<file path="src/rtl/vc_domain_pipe_buffer.sv">
// Two-entry valid/ready buffer (main + skid) with per-entry domain tag, dead-slot scrubbing and domain flush.
// States: EMPTY = no entry | ONE = main valid | FULL = main and skid valid
module vc_domain_pipe_buffer #(
    parameter int p_nbits = 32
) (
    input  logic               clk_i,
    input  logic               reset_i,
    input  logic               in_val_i,
    output logic               in_rdy_o,
    input  logic               in_dom_i,
    input  logic [p_nbits-1:0] in_msg_i,
    output logic               out_val_o,
    input  logic               out_rdy_i,
    output logic               out_dom_o,
    output logic [p_nbits-1:0] out_msg_o,
    input  logic               flush_i,
    input  logic               flush_dom_i,
    output logic [1:0]         count_o
);

    typedef enum logic [1:0] {
        ST_EMPTY = 2'd0,
        ST_ONE   = 2'd1,
        ST_FULL  = 2'd2
    } state_t;

    state_t             state_q, state_d;
    logic [p_nbits-1:0] main_msg_q, main_msg_d;
    logic               main_dom_q, main_dom_d;
    logic [p_nbits-1:0] skid_msg_q, skid_msg_d;
    logic               skid_dom_q, skid_dom_d;

    logic               in_fire, out_fire;
    logic               a_v, b_v;
    logic               a_dom, b_dom;
    logic [p_nbits-1:0] a_msg, b_msg;

    assign in_rdy_o  = (state_q != ST_FULL);
    assign out_val_o = (state_q != ST_EMPTY);
    assign out_msg_o = main_msg_q;
    assign out_dom_o = main_dom_q;
    assign count_o   = (state_q == ST_FULL) ? 2'd2 : ((state_q == ST_ONE) ? 2'd1 : 2'd0);

    assign in_fire  = in_val_i & in_rdy_o;
    assign out_fire = out_val_o & out_rdy_i;

    always_ff @(posedge clk_i or negedge reset_i) begin
        if (!reset_i) begin
            state_q    <= ST_EMPTY;
            main_msg_q <= '0;
            main_dom_q <= 1'b0;
            skid_msg_q <= '0;
            skid_dom_q <= 1'b0;
        end else begin
            state_q    <= state_d;
            main_msg_q <= main_msg_d;
            main_dom_q <= main_dom_d;
            skid_msg_q <= skid_msg_d;
            skid_dom_q <= skid_dom_d;
        end
    end

    // a = older surviving candidate, b = newer; normal transfer first, then flush filter, then compaction.
    always_comb begin
        a_v   = 1'b0;
        a_dom = 1'b0;
        a_msg = '0;
        b_v   = 1'b0;
        b_dom = 1'b0;
        b_msg = '0;
        unique case (state_q)
            ST_EMPTY: begin
                a_v   = in_fire;
                a_dom = in_dom_i;
                a_msg = in_msg_i;
            end
            ST_ONE: begin
                if (out_fire) begin
                    a_v   = in_fire;
                    a_dom = in_dom_i;
                    a_msg = in_msg_i;
                end else begin
                    a_v   = 1'b1;
                    a_dom = main_dom_q;
                    a_msg = main_msg_q;
                    b_v   = in_fire;
                    b_dom = in_dom_i;
                    b_msg = in_msg_i;
                end
            end
            ST_FULL: begin
                if (out_fire) begin
                    a_v   = 1'b1;
                    a_dom = skid_dom_q;
                    a_msg = skid_msg_q;
                end else begin
                    a_v   = 1'b1;
                    a_dom = main_dom_q;
                    a_msg = main_msg_q;
                    b_v   = 1'b1;
                    b_dom = skid_dom_q;
                    b_msg = skid_msg_q;
                end
            end
            default: ;
        endcase

        if (flush_i && (a_dom == flush_dom_i)) a_v = 1'b0;
        if (flush_i && (b_dom == flush_dom_i)) b_v = 1'b0;

        main_msg_d = '0;
        main_dom_d = 1'b0;
        skid_msg_d = '0;
        skid_dom_d = 1'b0;
        state_d    = ST_EMPTY;
        if (a_v) begin
            main_msg_d = a_msg;
            main_dom_d = a_dom;
            state_d    = ST_ONE;
            if (b_v) begin
                skid_msg_d = b_msg;
                skid_dom_d = b_dom;
                state_d    = ST_FULL;
            end
        end else if (b_v) begin
            main_msg_d = b_msg;
            main_dom_d = b_dom;
            state_d    = ST_ONE;
        end
    end

    a_inputs_known: assert property (@(posedge clk_i) disable iff (!reset_i)
        !$isunknown({in_val_i, out_rdy_i, flush_i}));
    a_one_entry_live: assert property (@(posedge clk_i) disable iff (!reset_i)
        (count_o == 2'd1) |-> (in_rdy_o || out_val_o));

endmodule

</file>
<file path="config.mk">
export PLATFORM = sky130hd
export DESIGN_NAME = vc_domain_pipe_buffer
export DESIGN_NICKNAME = d
export VERILOG_FILES = /design/src/rtl/vc_domain_pipe_buffer.sv
export SDC_FILE = /design/constraint.sdc
export NUM_CORES = 1
export LEC_CHECK = 0
export CORE_ASPECT_RATIO = 0.75
export CORE_MARGIN = 5
export CORE_UTILIZATION = 49
export CTS_CLUSTER_SIZE = 14
export DETAILED_ROUTE_END_ITERATION = 12
export PLACE_DENSITY = 0.87
export SYNTH_ARGS = -nofsm -noshare
export SYNTH_HDL_FRONTEND = slang
export SYNTH_SLANG_ARGS = --single-unit
</file>
<file path="constraint.sdc">
create_clock -name clk_i -period 3.42 [get_ports clk_i]
set_clock_uncertainty 0.15 [all_clocks]
set_input_delay 0.513 -clock clk_i [delete_from_list [all_inputs] [get_ports clk_i]]
set_output_delay 0.513 -clock clk_i [all_outputs]
set_load 0.05 [all_outputs]
</file>
## After elaboration in Yosys (flattened, before gate mapping)

Cells that the tools add are included.

| operators by class | value |
|---|---|
| order comparisons | 0 |
| divide/modulo/power cells | 0 |
| $add $sub $neg | 0 |
| reductions and logical operators | 5 |
| $mul | 0 |
| muxes and demuxes | 30 |
| shift-type cells | 0 |
| eq/ne operators | 7 |
| bitwise logic cells | 2 |

Operators by type and width:

| operator | count |
|---|---|
| $mux W32 | 7 |
| $pmux W32 S3 | 1 |
| $pmux W32 S2 | 1 |
| $mux W1 | 14 |
| $mux W2 | 3 |
| $ne A3 B3 Y1 const B | 2 |
| $pmux W1 S3 | 2 |
| $pmux W1 S2 | 2 |
| $and A1 B1 Y1 | 2 |
| $eq A1 B1 Y1 | 2 |
| $eq A2 B1 Y1 const B | 1 |
| $eq A2 B2 Y1 const B | 1 |
| $logic_and A1 B1 Y1 | 2 |
| $logic_not A2 Y1 | 1 |
| $ne A2 B2 Y1 const B | 1 |
| $reduce_and A2 Y1 | 1 |
| $reduce_bool A2 Y1 | 1 |

| word-level totals | value |
|---|---|
| output and inout bits | 37 |
| register bits after elaboration | 68 |
| latch bits | 0 |
| memories kept | 0 |
| memory bits (writable) | 0 |
| ROM bits | 0 |

## Depth between registers and ports, before layout

| logic depth | value |
|---|---|
| depth after elaboration | 9 |
| gate-level depth with buffers | 10 |

## Worst setup path before layout

OpenSTA, ideal clock, no wires.

| path | value |
|---|---|
| path kind | register to register |
| start | register state_q[0] |
| end | register state_q[0] |
| data arrival time | 2.416 ns |
| cell stages (with the launch flop) | 11 |
| path slack | 0.728 ns |
| library setup time | 0.126 ns |
| required time | 3.144 ns |
| cells stage by stage | dfrtp_1 > inv_1 > ha_1 > buf_6 > and4b_1 > a311o_1 > mux2_4 > nand3_4 > inv_4 > buf_6 > ha_1 |

| between the ends | value |
|---|---|
| longest elaborated chain between the ends | 9 |
| elaborated cells on any way between the ends | 27 |
| those cells by class | eq/ne: 5; mux: 16; bitwise: 2; reduce/logical: 4 |

RTL lines:

| what | RTL line | text |
|---|---|---|
| start: declaration | 27 | `state_t state_q, state_d;` |
| start signal: assignment | 55 | `state_q <= state_d;` |
| $reduce_bool A2 Y1 | 39 | `assign out_val_o = (state_q != ST_EMPTY);` |
| $and A1 B1 Y1 | 45 | `assign out_fire = out_val_o & out_rdy_i;` |
| $mux W1, on equally long branches | 92, 78 |  |
| $pmux W1 S2 | 71 | `unique case (state_q)` |
| $eq A1 B1 Y1 | 109 | `if (flush_i && (b_dom == flush_dom_i)) b_v = 1'b0;` |
| $logic_and A1 B1 Y1 | 109 |  |
| $mux W1 | 109 |  |
| $mux W1 / $mux W2 (equally long branches) | 125, 120 |  |
| $mux W2 * | 116 | `if (a_v) begin` |
| named net state_d[0] | 27 |  |

Mark *: on every way through the listed nets, which the timed path passes. The rest lies on a longest branch.
A chain may end at the register's enable or synchronous reset.

## Final worst setup path

| path | value |
|---|---|
| start | register state_q[1] |
| end | output port count_o[0] |

| between the ends | value |
|---|---|
| longest elaborated chain between the ends | 3 |
| elaborated cells on any way between the ends | 4 |
| those cells by class | eq/ne: 2; mux: 2 |

RTL lines:

| what | RTL line | text |
|---|---|---|
| $eq A2 B1 Y1 | 42 | `assign count_o = (state_q == ST_FULL) ? 2'd2 : ((state_q == ST_ONE) ? 2'd1 : 2'd0);` |
| $mux W1 | 42 |  |
| $mux W2 * | 42 |  |
| end: declaration | 18 | `output logic [1:0] count_o` |

Every way passes the cells marked *; elsewhere a longest branch is shown, timed or not.

==> results.toml <==
[status]
outcome = "finished clean"

[global_routing]
grt_max_degree = 69
grt_usage = 0.213
antenna_found_initial = 0
grt_overflow = 0
grt_pass1_wl_mm = 15.8
grt_pass1_vias = 3193

[floorplan]
fp.dieW_um = 109
die_h_um = 84.4
core_sq_um = 7260
placement_rows = 27
start_util = 0.498
die-area_sq_um = 9210
ios = 76

[worst_setup_path]
start_kind = "flop"
worst-path-buf-inv = 2
required_ps = 2760
critPathSlowestCell = "clkdlybuf4s50_1"
crit_type = "reg -> out"
crit_family = "buffers and inverters"
max_stage_delay_ps = 890
worstPathArrival_ps = 2110
reg2reg_from = "state_q[0]"
cp_max_fo = 10
ff2ff_setup_slack_ps = 750
rr_endpoint = "state_q[0]"
cp_cell_sequence = "inv_1 -> ha_1 -> clkdlybuf4s50_1"
cp-end-kind = "output pin"
rr_worst_depth = 8

[synth]
synth_edf_count = 0
netlist_area_sq_um = 3610
ys.warnings.count = 0
seq_area_frac_synth = 0.471
synth_top_flop_cell = "dfrtp_1"
synth-async-reset-ratio = 1.00
syn_nets = 417
ys_ff_latch = 68
synth_cells = 372
synth_cell_types = 30
avgSynthCellArea_sq_um = 9.72

[cts]
ctsResizeCount = 0
root_buffer = "clkbuf_8"
cts_hold_buf = 0
clkTransAtPathRegs_ps = 70
htreeDepth = 3
clk_latency_ps = 340
cts_buffers = 9
postCtsSetupBuffers = 0
cts_sinks = 68
clockBufferDepth = 2
tritoncts = "built"

[drt]
antenna_left = 0
wire_per_inst_um = 17.8
drt_wl_total_mm = 9.53
drt_iter0_drc = 285
drc = 0
viasPerCell = 5.87
dr.pass1.iters = 7
vias = 3140

[timing]
fmax_mhz = 361
worstMarginPinSlew_ps = 861
hold_violations = 0
rsz0062_at_grt = "false"
slew_headroom = 0.426
timing.hold.ws_ps = 210
drv_slew = 0
finalCritPeriodShare = 0.810
fin_setup_tns_ps = 0
setup_viol = 0
period_needed_ps = 2770

[worst_hold_path]
holdCritPathClass = "in -> async"

[place]
place_area_sq_um = 4390
io_buffers = 75
gp_congestion = 0.850
place_hpwl_mm = 5.96

[cells_and_area]
syn2layout_area_growth_pct = 26.0
layout_commonest_cell = "clkdlybuf4s50_1"
fin_nets = 475
drive_gt1_frac = 0.0714
diodes = 0
final_area_sq_um = 4550
final_cell_mix = "74 x clkdlybuf4s50_1, 68 x dfrtp_1, 67 x nor2_1"

[power]
power_density_nw_per_um2 = 866
peakVddDrop_mv = 0.470
finalPower_w = 0.00394
leakage_nw = 2.01

[job]
drv_cap = 0
layout make-up:
type | instances | area (sq um)
Clock inverter | 2 | 10.0
Tap cell | 101 | 126
Timing Repair Buffer | 83 | 806
Inverter | 5 | 21.3
Clock buffer | 13 | 159
Fill cell | 610 | 2710
Multi-Input combinational cell | 263 | 1730
Sequential cell | 68 | 1700
worst max-delay path by stage:
stage,from,endpoint,slack [ps],depth (start not counted)
finish,state_q[1],count_o[0],650,3
global route,state_q[1],count_o[0],530,3
CTS,state_q[1],count_o[0],630,3
detailed placement,out_rdy_i,state_q[0],530,7
global placement,out_rdy_i,state_q[0],550,7
floorplan,state_q[0],state_q[0],730,10
worst register-to-register path: stages, from the launching register on:
cell	delay, ps
dfrtp_1	400
inv_1	120
ha_1	220
nand2b_1	160
buf_4	380
nand2_1	170
nor4_4	260
buf_4	400
ha_1	310
synth_stat cells (all sizes together), types with 2 or more instances:
cell type	n	area [sq um]
nand3	5	37.5
nor2	68	255
nand2	35	131
inv	5	21.3
a21oi	34	170
ha	6	75.1
nor2b	2	12.5
nand2b	3	18.8
dfrtp	68	1700
and2	2	12.5
clkbuf	24	90.1
a32o	31	310
buf	12	81.3
and4b	2	20.0
a22oi	32	240
mux2i	33	330
where the power goes:
part           internal (W)  switching, W
clock              0.000297      0.000281
sequential         0.000969      0.000109
combinational      0.000764       0.00152
total               0.00203       0.00191
stage by stage:
step / utilization / setup WS, ps / std cells
after global placement: 0.604 / 554 / 520
after CTS: 0.627 / 632 / 535
after floorplan: - / 728 / 372
after detailed placement: 0.604 / 529 / 520
after global routing: 0.627 / 528 / 535
final: 0.627 / 649 / 535
routing by layer:
| layer | global-route usage | wire length (um) | vias to the layer above | share of wire |
|---|---|---|---|---|
| met5 | 0 | 0 | - | 0 |
| met4 | 0.0487 | 100 | 0 | 0.010 |
| met3 | 0.0592 | 830 | 15 | 0.087 |
| met2 | 0.321 | 4350 | 133 | 0.46 |
| met1 | 0.306 | 4250 | 1530 | 0.45 |
| li1 | - | - | 1462 | - |
logic make-up (layout without fill, tap and decap cells):
| group | Yosys count | count (layout) | share of synthesized area |
|---|---|---|---|
| compound gates | 102 | 102 | 0.214 |
| simple gates | 121 | 121 | 0.146 |
| mux | 34 | 34 | 0.0955 |
| fa+ha+maj | 6 | 6 | 0.0208 |
| buf+inv | 41 | 103 | 0.0533 |
| flops | 68 | 68 | 0.471 |
sequential cells by signal (all words and copies together), names as in the netlist:
register    cells
state_q         2
out_msg_o      32
skid_msg_q     32
out_dom_o       1
skid_dom_q      1
Note: power is estimated with default switching activity, not from simulation.
